### src/rtl/fifo_arb_pkg.sv
// rtl/fifo_arb_pkg.sv - shared types and default sizing for the fifo write arbiter
package fifo_arb_pkg;

  // Arbiter FSM: IDLE spends one cycle picking an owner, GRANT streams its burst
  typedef enum logic {
    IDLE  = 1'b0,
    GRANT = 1'b1
  } arb_state_e;

  localparam int DEF_NUM_REQ    = 4;
  localparam int DEF_DATA_WIDTH = 16;
  localparam int DEF_DEPTH      = 18;
  localparam int DEF_BURST_LEN  = 4;

endpackage

### src/rtl/rr_priority_sel.sv
// rtl/rr_priority_sel.sv - round-robin pick of the first valid requester after last_owner
module rr_priority_sel #(
  parameter int N     = 4,
  parameter int IDX_W = 2
) (
  input  logic [N-1:0]     valid,
  input  logic [IDX_W-1:0] last_owner,
  output logic             any,
  output logic [IDX_W-1:0] sel_idx
);

  logic             found;
  logic [IDX_W-1:0] cand;

  // Scan last_owner+1 .. last_owner+N (mod N); the first valid candidate wins
  always_comb begin
    any     = |valid;
    sel_idx = '0;
    found   = 1'b0;
    cand    = '0;
    for (int k = 1; k <= N; k++) begin
      cand = IDX_W'((int'(last_owner) + k) % N);
      if (!found && valid[cand]) begin
        found   = 1'b1;
        sel_idx = cand;
      end
    end
  end

endmodule

### src/rtl/fifo_wr_arbiter.sv
// rtl/fifo_wr_arbiter.sv - credit-based round-robin burst arbiter for one fifo_mem write port
module fifo_wr_arbiter
  import fifo_arb_pkg::*;
#(
  parameter int NUM_REQ    = DEF_NUM_REQ,
  parameter int DATA_WIDTH = DEF_DATA_WIDTH,
  parameter int DEPTH      = DEF_DEPTH,
  parameter int BURST_LEN  = DEF_BURST_LEN
) (
  input  logic                          clk,
  input  logic                          rst_n,
  input  logic [NUM_REQ-1:0]            req_valid,
  input  logic [NUM_REQ*DATA_WIDTH-1:0] req_data,
  output logic [NUM_REQ-1:0]            req_ready,
  output logic                          fifo_wr,
  output logic [DATA_WIDTH-1:0]         fifo_wdata,
  input  logic                          fifo_pop,
  input  logic                          fifo_full,
  output logic [$clog2(NUM_REQ)-1:0]    grant_id,
  output logic [$clog2(DEPTH+1)-1:0]    credit_cnt,
  output logic                          credit_err
);

  localparam int IDX_W  = $clog2(NUM_REQ);
  localparam int CNT_W  = $clog2(DEPTH + 1);
  localparam int BEAT_W = $clog2(BURST_LEN + 1);

  localparam logic [CNT_W-1:0]  CREDIT_MAX = CNT_W'(DEPTH);
  localparam logic [BEAT_W-1:0] LAST_BEAT  = BEAT_W'(BURST_LEN - 1);
  localparam logic [IDX_W-1:0]  LAST_IDX   = IDX_W'(NUM_REQ - 1);

  arb_state_e              state_q, state_d;
  logic [IDX_W-1:0]        owner_q, owner_d;
  logic [IDX_W-1:0]        last_owner_q, last_owner_d;
  logic [BEAT_W-1:0]       beat_cnt_q, beat_cnt_d;
  logic [CNT_W-1:0]        credit_q, credit_d;
  logic                    err_q, err_d;
  logic                    wr_q, wr_d;
  logic [DATA_WIDTH-1:0]   wdata_q, wdata_d;

  logic                    rr_any;
  logic [IDX_W-1:0]        rr_sel;
  logic                    credit_avail;
  logic                    owner_valid;
  logic                    xfer;
  logic                    pop_overflow;
  logic [DATA_WIDTH-1:0]   data_arr [NUM_REQ];

  for (genvar g = 0; g < NUM_REQ; g++) begin : g_unpack
    assign data_arr[g] = req_data[g*DATA_WIDTH +: DATA_WIDTH];
  end

  rr_priority_sel #(
    .N     (NUM_REQ),
    .IDX_W (IDX_W)
  ) u_rr_sel (
    .valid      (req_valid),
    .last_owner (last_owner_q),
    .any        (rr_any),
    .sel_idx    (rr_sel)
  );

  assign credit_avail = (credit_q != '0);
  assign owner_valid  = req_valid[owner_q];
  assign xfer         = (state_q == GRANT) && credit_avail && owner_valid;
  assign pop_overflow = fifo_pop && (credit_q == CREDIT_MAX);

  // Only the owner is offered ready, and only while a FIFO slot is guaranteed
  always_comb begin
    req_ready = '0;
    if (state_q == GRANT && credit_avail) begin
      req_ready[owner_q] = 1'b1;
    end
  end

  // Arbitration and burst tracking; a dropped valid ends the burst early
  always_comb begin
    state_d      = state_q;
    owner_d      = owner_q;
    last_owner_d = last_owner_q;
    beat_cnt_d   = beat_cnt_q;
    unique case (state_q)
      IDLE: begin
        if (rr_any && credit_avail) begin
          state_d    = GRANT;
          owner_d    = rr_sel;
          beat_cnt_d = '0;
        end
      end
      GRANT: begin
        if (!owner_valid) begin
          state_d      = IDLE;
          last_owner_d = owner_q;
        end else if (xfer) begin
          beat_cnt_d = beat_cnt_q + BEAT_W'(1);
          if (beat_cnt_q == LAST_BEAT) begin
            state_d      = IDLE;
            last_owner_d = owner_q;
          end
        end
      end
      default: state_d = IDLE;
    endcase
  end

  // Write pipeline stage plus credit accounting and the sticky error flag
  always_comb begin
    wr_d     = xfer;
    wdata_d  = xfer ? data_arr[owner_q] : wdata_q;
    credit_d = credit_q;
    case ({xfer, fifo_pop})
      2'b10:   credit_d = credit_q - CNT_W'(1);
      2'b01:   if (credit_q != CREDIT_MAX) credit_d = credit_q + CNT_W'(1);
      default: credit_d = credit_q;
    endcase
    err_d = err_q | pop_overflow | (wr_q & fifo_full);
  end

  // State and output registers; reset also discards a write still in the pipe
  always_ff @(posedge clk or negedge rst_n) begin
    if (!rst_n) begin
      state_q      <= IDLE;
      owner_q      <= '0;
      last_owner_q <= LAST_IDX;
      beat_cnt_q   <= '0;
      credit_q     <= CREDIT_MAX;
      err_q        <= 1'b0;
      wr_q         <= 1'b0;
      wdata_q      <= '0;
    end else begin
      state_q      <= state_d;
      owner_q      <= owner_d;
      last_owner_q <= last_owner_d;
      beat_cnt_q   <= beat_cnt_d;
      credit_q     <= credit_d;
      err_q        <= err_d;
      wr_q         <= wr_d;
      wdata_q      <= wdata_d;
    end
  end

  assign fifo_wr    = wr_q;
  assign fifo_wdata = wdata_q;
  assign grant_id   = owner_q;
  assign credit_cnt = credit_q;
  assign credit_err = err_q;

endmodule
### config.mk
export PLATFORM = sky130hd
export DESIGN_NAME = fifo_wr_arbiter
export DESIGN_NICKNAME = d
export VERILOG_FILES = /design/src/rtl/fifo_arb_pkg.sv /design/src/rtl/rr_priority_sel.sv /design/src/rtl/fifo_wr_arbiter.sv
export SDC_FILE = /design/constraint.sdc
export NUM_CORES = 1
export LEC_CHECK = 0
export ABC_AREA = 1
export BUFFER_PORTS_ARGS = -buffer_cell sky130_fd_sc_hd__buf_2
export CORE_MARGIN = 2
export CORE_UTILIZATION = 40
export CTS_CLUSTER_DIAMETER = 80
export DETAILED_ROUTE_END_ITERATION = 10
export GPL_TIMING_DRIVEN = 0
export PLACE_DENSITY = 0.7
export SLEW_MARGIN = 20
export SYNTH_ARGS = -nofsm -noshare
export SYNTH_HDL_FRONTEND = slang
export SYNTH_SLANG_ARGS = --single-unit
export TNS_END_PERCENT = 10
### constraint.sdc
create_clock -name clk -period 6.3 [get_ports clk]
set_input_delay 1.26 -clock clk [delete_from_list [all_inputs] [get_ports clk]]
set_output_delay 1.26 -clock clk [all_outputs]
set_load 0.05 [all_outputs]
# After elaboration in Yosys (flattened, before gate mapping)
# Index checks and enable logic that the tools add are counted.
# W data, S select, Z words.
word_totals:
  register_bits: 31
  input_bits: 72
  elab_cells: 93
op_classes:
  add_sub_neg: 7
  n_lt_le_gt_ge: 7
  eq_ne: 11
  n_mux: 37
  bitwise: 5
  n_reduce_logical: 18
op_table:
  columns: ["cell", "count"]
  rows:
  - ["$bmux W16 S2", 1]
  - ["$mux W16", 2]
  - ["$lt A2 B3 Y1 const B", 5]
  - ["$mux W2", 7]
  - ["$mux W1", 13]
  - ["$bmux W1 S2", 5]
  - ["$pmux W5 S2", 1]
  - ["$mux W3", 3]
  - ["$logic_and A1 B1 Y1", 8]
  - ["$ne A2 B1 Y1 const B", 3]
  - ["$ne A2 B2 Y1 const B", 3]
  - ["$pmux W3 S2", 1]
  - ["$reduce_and A3 Y1", 2]
  - ["$add A5 B1 Y5 const B", 1]
  - ["$eq A5 B5 Y1 const B", 1]
  - ["$mux W5", 1]
  - ["$ne A5 B5 Y1 const B", 1]
  - ["$reduce_bool A5 Y1", 1]
  - ["$sub A5 B1 Y5 const B", 1]
  - ["$add A2 B1 Y2 const B", 2]
  - ["$add A2 B2 Y2 const B", 2]
  - ["$mux W4", 1]
  - ["$reduce_and A2 Y1", 2]
  - ["$reduce_or A4 Y1", 1]
  - ["14 further kinds", 17]

# Longest topological paths before layout
# Gate-level depths: netlist (run 1).
logic_depth:
  word_depth: 13
  depth_mapped: 17
  depth_no_buf: 17

# Modules after synthesis
# From an unflattened synthesis (run 1), not the netlist that was laid out.
hier_totals:
  hier_cells: 315
  hier_area_um2: 2364.8
modules_own_cells:
  columns: ["module", "n_inst", "cells_per_inst", "area_per_inst_um2"]
  rows:
  - ["fifo_wr_arbiter", 1, 265, 2063.2]
  - ["rr_priority_sel", 1, 50, 301.5]

# Worst setup path before layout (run 1)
# OpenSTA, ideal clock, no wires.
synth_path:
  path_type: "reg2out"
  from: "register owner_q[1], in the netlist grant_id[1]"
  to: "output port req_ready[2]"
  arrival_ns: 2.257
  required_ns: 5.040
  setup_slack_ns: 2.783
  stages_incl_launch_ff: 5
  cell_sequence: "dfrtp_1 > inv_2 > buf_4 > clkbuf_1 > nor3_1"
synth_via:
  elab_chain_len: 5
synth_lines:
  columns: ["element", "line_no", "rtl"]
  rows:
  - ["from (decl)", "fifo_wr_arbiter.sv:33", "logic [IDX_W-1:0] owner_q, owner_d;"]
  - ["from (signal assigned)", "fifo_wr_arbiter.sv:132", "owner_q <= owner_d;"]
  - ["$lt A2 B3 Y1 (not written as such) / $ge A2 B1 Y1 (equally long branches)", "fifo_wr_arbiter.sv:72", "req_ready[owner_q] = 1'b1;"]
  - ["$logic_and A1 B1 Y1 (not written as such)", "fifo_wr_arbiter.sv:72", null]
  - ["$mux W1 (not written as such)", "fifo_wr_arbiter.sv:72", null]
  - ["$demux W1 S2 (*)", "fifo_wr_arbiter.sv:72", null]
  - ["$mux W4 (*)", "fifo_wr_arbiter.sv:71", "if (state_q == GRANT && credit_avail) begin"]
  - ["to (decl)", "fifo_wr_arbiter.sv:14", "output logic [NUM_REQ-1:0] req_ready,"]
# Mark *: on every way between the ends. The rest lies on a longest branch, timed or not.

# Worst setup path in the final report (run 1)
layout_path:
  from: "register owner_q[1], in the netlist grant_id[1]"
  to: "output port req_ready[3]"
# Same word-level chain as after synthesis.

==> results of run 1 <==
-- worst max-delay path, stage by stage (launching register included) --
cell and delay [ps]:
dfrtp_1 430, buf_2 260, buf_1 430, nand2_1 100
nor2_1 120, buf_2 270
-- report_power, final --
part | internal, µW | switching, µW
sequential | 306 | 72.0
clock | 77.4 | 72.5
combinational | 339 | 841
-- cells in the mapped netlist (3+ instances only) --
cell type and count:
buf_4 3, dfrtp_1 27, o21ai_1 9, clkbuf_1 3, ha_1 6, inv_1 19, nand2_1 126, a21oi_1 10
nand4_1 15, buf_2 7, nand3_1 50, nor2_1 8, dfstp_2 4, o21ai_0 3
-- per-stage QoR --
stage / power, µW / cells / setup slack [ps] / cell area, µm²
final: 1710 / 489 / 3150 / 2800
after global routing: 1860 / 489 / 3010 / 2800
after CTS: 1720 / 489 / 3140 / 2800
after detailed placement: 1570 / 481 / 3140 / 2710
after global placement: 1540 / 481 / 3170 / 2710
after floorplan: 1280 / 311 / 2780 / 2130
-- layout make-up --
type / count / area [µm²]
multi-input combinational: 245 / 1190
clock buffer: 7 / 76.3
buffer: 14 / 72.6
inverter: 21 / 81.3
fill: 505 / 2310
tap: 70 / 87.6
timing repair buffer: 100 / 500
sequential: 31 / 781
clock inverter: 1 / 5.00
-- state kept, by name (all words and copies together) (netlist names) --
register,cells
fifo_wdata,16
credit_cnt,5
beat_cnt_q,3
grant_id,2
last_owner_q,2
credit_err,1
fifo_wr,1
state_q,1
-- cells by family (layout without fill, tap and decap cells) --
| group | after synthesis | count (layout) |
|---|---|---|
| AOI/OAI and AO/OA | 24 | 24 |
| and+or+nand+nor | 212 | 212 |
| xor gates and xnor gates | 2 | 2 |
| buffers and inverters | 35 | 143 |
| adders and majority gates | 7 | 7 |
| DFF | 31 | 31 |
-- layer usage --
layer	vias to the layer above	routed length (µm)	track usage (%)
met5	-	0	0
met3	10	373	4.71
met2	82	2860	35.6
met1	1098	2660	24.3
li1	1230	-	-
met4	0	110	8.36
-- worst min path at each step --
stage,cells after the start,endpoint,from,slack [ps]
after floorplan,2,beat_cnt_q[1],beat_cnt_q[1],450
after CTS,2,fifo_wdata[15],fifo_wdata[15],480
final,2,fifo_wdata[15],fifo_wdata[15],470
after global placement,2,fifo_wdata[15],fifo_wdata[15],460
after detailed placement,2,fifo_wdata[15],fifo_wdata[15],460
after global routing,2,fifo_wdata[14],fifo_wdata[14],510
==> results.md, run 1 <==
* Status: completed
* Worst skew pair latency at 280 ps
* Critical path capture point: req_ready[3]
* Worst setup path startpoint: grant_id[1]
* Adder-Cell Fraction of Synth Area at 4.47%
* Port Buffers at 100
* RSZ-0062 raised after global routing: no
* Worst-Margin Slew at 687 ps
* Routed via count at 2,420
* Fin crit share at 50.1%
* Chip height at 76.9 µm
* EDFF count, synth at 0
* Post-route ant nets at 0
* Antenna Cells at 0
* Average wire per standard cell at 12.3 µm
* Complex-gate fraction of the synthesized area at 5.94%
* Post-layout util at 54.7%
* Setup violators final at 0
* Primary FF master, synth: dfrtp_1
* DRT Pass-1 Iters at 5
* CTS buffer count at 5
* CTS tree: built
* Pin count of the biggest net entering global routing at 32
* Clk_skew at 6.54 ps
* Commonest non-fill, non-tap cell in the layout: nand2_1
* Clock-pin slew on the worst setup and hold paths at 70 ps
* Core footprint at 5110 µm²
* Share of cells above drive strength 1 at 31.3%
* Synth Register Bits at 31
* CP Launch Type: register
* Min-Delay Path Class: register to register
* Num Clock Sinks at 31
* Total of max-cap violations at 0
* Root buf cell: clkbuf_8
* Main area contributors after synthesis: dfrtp_1 (32%), nand2_1 (22%), nand3_1 (12%)
* Min Tclk post-route at 3150 ps
* Grt total ovfl at 0
* Mux contribution to synthesized area at 0%
* Num rows at 26
* DR vias/cell at 4.95
* HPWL after DPL at 4.70 mm
* Worst EP required at 5040 ps
* Largest family of logic cells by synthesized area: simple AND/OR/NAND/NOR gates
* Worst hold slack at 473 ps
* Most frequent cells in the layout: nand2_1 (126), buf_2 (107), nand3_1 (50), dfrtp_1 (27), inv_1 (19)
* I/O Pins at 101
* Slew HR at 54.2%
* Syn. warnings at 0
* WS Path Type: register to output pin
* Register-to-register setup slack at 3760 ps
* Syn nets at 390
* Max IR drop VDD at 0.000318 V
* Reg-to-reg endpoint: credit_cnt[4]
* GRT Total Usage at 20.5%
* Slew Limit Fails at 0
* Highest Clock Rate at 317 MHz
* Post-CTS sizing at 0
* Post-synth top area cell: dfrtp_1
* Power per cell area at 611 nW/µm²
* Mapped Area at 2130 µm²
* Simple-gate share of the synthesized area at 44.8%
* Netlist cell types at 30
* Initial core utilization at 41.6%
* CP max FO at 10
* Yosys top cell area share at 31.8%
* Setup_tns at 0 ps
* H-tree levels at 2
* R2R depth at 16
* Hold buffer count at CTS at 0
* Syn avg cell area at 6.84 µm²
* First-pass GRT wire length at 9.78 mm
* Post-synth ARST share at 100%
* DR DRC count at 0
* Initial antenna violation count at 0
* Synth Area in XOR/XNOR at 0.824%
* Seq/Total Area, Yosys at 36.7%
* DIE AREA at 5910 µm²
* WL final at 6.01 mm
* Cells after Synth at 311
* Iteration-0 DRC Markers at 121
* Final hold vios at 0
* Postcts setup bufs at 0
* NumNets Final at 497
* Worst Path Arrival at 1890 ps
* Layout area overhead at 31.5%
* Die width at 76.9 µm
* Routability cong. at 0.865
* Static leakage at 0.00157 µW
* Number of global-route vias before repair at 2,231
* RR Startpoint: grant_id[0]
* Critical Path End Type: output pin
* Clock buffer depth at 2
No activity file was read; power rests on OpenSTA's default activity.
==> run 2, diff against run 1 <==
--- a/config.mk
+++ b/config.mk
@@ -5,14 +5,14 @@
 export SDC_FILE = /design/constraint.sdc
 export NUM_CORES = 1
 export LEC_CHECK = 0
-export ABC_AREA = 1
+export ABC_AREA = 0
 export BUFFER_PORTS_ARGS = -buffer_cell sky130_fd_sc_hd__buf_2
 export CORE_MARGIN = 2
 export CORE_UTILIZATION = 40
 export CTS_CLUSTER_DIAMETER = 80
 export DETAILED_ROUTE_END_ITERATION = 10
 export GPL_TIMING_DRIVEN = 0
-export PLACE_DENSITY = 0.7
+export PLACE_DENSITY = 0.71
 export SLEW_MARGIN = 20
 export SYNTH_ARGS = -nofsm -noshare
 export SYNTH_HDL_FRONTEND = slang
==> constraint.sdc (replaced) <==
create_clock -name clk -period 3 [get_ports clk]
set_input_delay 0.6 -clock clk [delete_from_list [all_inputs] [get_ports clk]]
set_output_delay 0.6 -clock clk [all_outputs]
set_load 0.05 [all_outputs]
==> results.md, run 2 <==
* CTS buffer count at 5 (unchanged)
* Syn. warnings at 0 (unchanged)
* DR DRC count at 0 (unchanged)
* Critical path, cell by cell: or3_1, buf_2, o311ai_4, buf_6, nand2_1, ha_1, and3b_1, or3_1, mux2i_1, xor2_1 (was buf_2, buf_1, nand2_1, nor2_1, buf_2)
* WL final at 4.48 mm (was 6.01 mm)
* Multi-input logic area at 1060 µm² (was 1190 µm²)
* RSZ-0062 raised after global routing: no (unchanged)
* Net switching power at 1600 µW (was 986 µW)
* DIE AREA at 5360 µm² (was 5910 µm²)
* Highest Clock Rate at 353 MHz
* Slew Limit Fails at 0 (unchanged)
* Post-layout power at 3260 µW (was 1710 µW)
* WS Path Type: register to register (was register to output pin)
* CP Launch Type: register (unchanged)
* Worst EP required at 3200 ps (was 5040 ps)
* Primary FF master, synth: dfrtp_1 (unchanged)
* Min-Delay Path Class: primary input to async pin (was register to register)
* Critical Path End Type: register (was output pin)
* Mapped Area at 1910 µm² (was 2130 µm²)
* Max FFs per register at 16 (unchanged)
* Routed via count at 1,600 (was 2,420)
* NumNets Final at 332 (was 497)
* Clock-pin slew on the worst setup and hold paths at 60 ps (was 70 ps)
* Syn avg cell area at 13.3 µm² (was 6.84 µm²)
* Chip height at 73.2 µm (was 76.9 µm)
* Setup violators final at 0 (unchanged)
* Hold buffer count at CTS at 0 (unchanged)
* Synth Register Bits at 31 (unchanged)
* Cells after Synth at 144 (was 311)
* Register cell area after layout at 786 µm² (was 781 µm²)
* Max IR drop VDD at 0.000728 V (was 0.000318 V)
* Fin crit share at 94.4%
* Layout area overhead at 35.6% (was 31.5%)
* Slowest CP cell: dfrtp_2 (was dfrtp_1)
* Total of max-cap violations at 0 (unchanged)
* Comb power frac at 65.2% (was 69.1%)
* Pin count of the biggest net entering global routing at 32 (unchanged)
* Worst Path Arrival at 3040 ps (was 1890 ps)
* Cell Int Power at 1660 µW (was 722 µW)
* Slew HR at 38.7% (was 54.2%)
* Average wire per standard cell at 14.6 µm (was 12.3 µm)
* Root buf cell: clkbuf_8 (unchanged)
* Number of global-route vias before repair at 1,649 (was 2,231)
* I/O Pins at 101 (unchanged)
* Post-synth ARST share at 100% (unchanged)
* Status: completed (unchanged)
* Num Clock Sinks at 31 (unchanged)
* Initial antenna violation count at 0 (unchanged)
* Top cells by count, synth: dfrtp_1 (27), mux2_2 (18), mux4_2 (17) (was nand2_1 (126), nand3_1 (50), dfrtp_1 (27))
* Most frequent cells in the layout: buf_2 (103), dfrtp_1 (23), mux2_2 (18), mux4_2 (17), inv_1 (8) (was nand2_1 (126), buf_2 (107), nand3_1 (50), dfrtp_1 (27), inv_1 (19))
* Seq pwr share at 24.9% (was 22.1%)
* Fill count at 413 (was 505)
* Num rows at 25 (was 26)
* Syn nets at 223 (was 390)
* Sw Share at 49.1% (was 57.7%)
* Most common cell in the netlist: dfrtp_1 (was nand2_1)
* Most Frequent Cell on Critical Path: or3_1 (was buf_2)
* Min Tclk post-route at 2830 ps
* Yosys top cell area share at 35.3% (was 31.8%)
* DRT Pass-1 Iters at 4 (was 5)
* Netlist cell types at 36 (was 30)
* Port Buffers at 100 (unchanged)
* Initial core utilization at 41.1% (was 41.6%)
* Clock group share of total power at 9.9% (was 8.8%)
* Routability cong. at 0.793 (was 0.865)
* Placed instance count at 298 (was 481)
* EDFF count, synth at 0 (unchanged)
* First-pass GRT wire length at 7.29 mm (was 9.78 mm)
* CTS tree: built (unchanged)
* Post-layout util at 55.7% (was 54.7%)
* GRT Total Usage at 17.6% (was 20.5%)
* Share of cells above drive strength 1 at 62.1% (was 31.3%)
* Post-synth top area cell: dfrtp_1 (unchanged)
* CP max FO at 7 (was 10)
* Antenna Cells at 0 (unchanged)
* Final setup margin at 169 ps (was 3150 ps)
* Post-route ant nets at 0 (unchanged)
* Seq/Total Area, Yosys at 40.8% (was 36.7%)
* Final hold vios at 0 (unchanged)
* DR vias/cell at 5.21 (was 4.95)
* Core footprint at 4660 µm² (was 5110 µm²)
* Clk_skew at 3.80 ps (was 6.54 ps)
* Crit path largest cell delay at 430 ps (about the same)
* Iteration-0 DRC Markers at 34 (was 121)
* Die width at 73.2 µm (was 76.9 µm)
* Worst skew pair latency at 270 ps (was 280 ps)
* Power per cell area at 1260 nW/µm² (was 611 nW/µm²)
* HPWL after DPL at 3.63 mm (was 4.70 mm)
* Clock buffer depth at 2 (unchanged)
* DP Worst Slack at -146 ps (was 3140 ps)
* Worst-Margin Slew at 904 ps (was 687 ps)
* Grt total ovfl at 0 (unchanged)
* H-tree levels at 2 (unchanged)
* Fin cells at 307 (was 489)
* Main area contributors after synthesis: dfrtp_1 (35%), mux4_2 (20%), mux2_2 (11%) (was dfrtp_1 (32%), nand2_1 (22%), nand3_1 (12%))
* Commonest non-fill, non-tap cell in the layout: buf_2 (was nand2_1)
* Static leakage at 0.00126 µW (was 0.00157 µW)
==> run 2: worst max-delay path: cells and delay by family (launching register included) <==
kind                       cells  cell delay, ps
and+or+nand+nor                4            1020
DFF                            1             430
adders and majority gates      1             350
AOI/OAI and AO/OA              1             330
buffers and inverters          2             320
muxes                          1             160
xor gates and xnor gates       1             160
==> run 2: final timing paths <==
| path | depth (start not counted) | to | from | slack [ps] |
|---|---|---|---|---|
| max | 10 | credit_cnt[4] | credit_cnt[0] | 170 |
| min | 1 | fifo_wdata[5] | rst_n | 370 |
| max reg2reg | 10 | credit_cnt[4] | credit_cnt[0] | 170 |
| min reg2reg | 1 | credit_err | credit_err | 490 |
| max in group asynchronous | 1 | credit_cnt[0] | rst_n | 2140 |
| min in group clk | 1 | credit_err | credit_err | 490 |
==> run 2: layout make-up <==
class,count,share of cell area (%)
buffer,9,1.73
multi-input combinational,96,41.0
clock inverter,1,0.193
timing repair buffer,102,19.9
inverter,8,1.16
tap,54,2.60
clock buffer,6,3.18
sequential,31,30.3
==> run 2: power groups by stage <==
stage / clock [µW] / combinational (µW) / sequential (µW)
floorplan: 0 / 1090 / 1380
global placement: 0 / 2090 / 809
detailed placement: 0 / 2120 / 819
CTS: 335 / 2140 / 812
global route: 359 / 2300 / 846
finish: 321 / 2130 / 812
==> run 2: what timing repair did <==
item	4_1_cts	5_1_grt
pin swaps	1	0
gates resized for setup	0	1
setup buffers	1	1
setup endpoints to repair	1	1
==> run 2: metrics by stage <==
stage	cell area (µm²)	hold WS, ps	TNS [ps]
5_1_grt	2600	431	0
6_report	2600	374	0
4_1_cts	2580	384	0
3_3_place_gp	2490	462	-135
3_5_place_dp	2490	472	-146
2_1_floorplan	1920	304	-3.65
==> run 2: per-layer routing <==
metal  vias up  GRT usage (%)  part of all wire [%]
met1       763           20.8                    42
met5         -              0                     0
met2        65           31.3                    48
li1        768              -                     -
met4         0           4.32                   1.2
met3         4           4.83                   8.0
==> run 2: kinds of logic (layout without fill, tap and decap cells) <==
logic type	Yosys count	after routing	share of synthesized area [%]
AO/OA/AOI/OAI	19	19	7.52
XOR/XNOR	4	4	1.83
adder cells (fa/ha/maj)	7	7	4.97
buffers and inverters	17	126	3.59
flip-flops	31	31	40.8
multiplexers	41	41	33.9
AND/OR/NAND/NOR	25	25	7.45
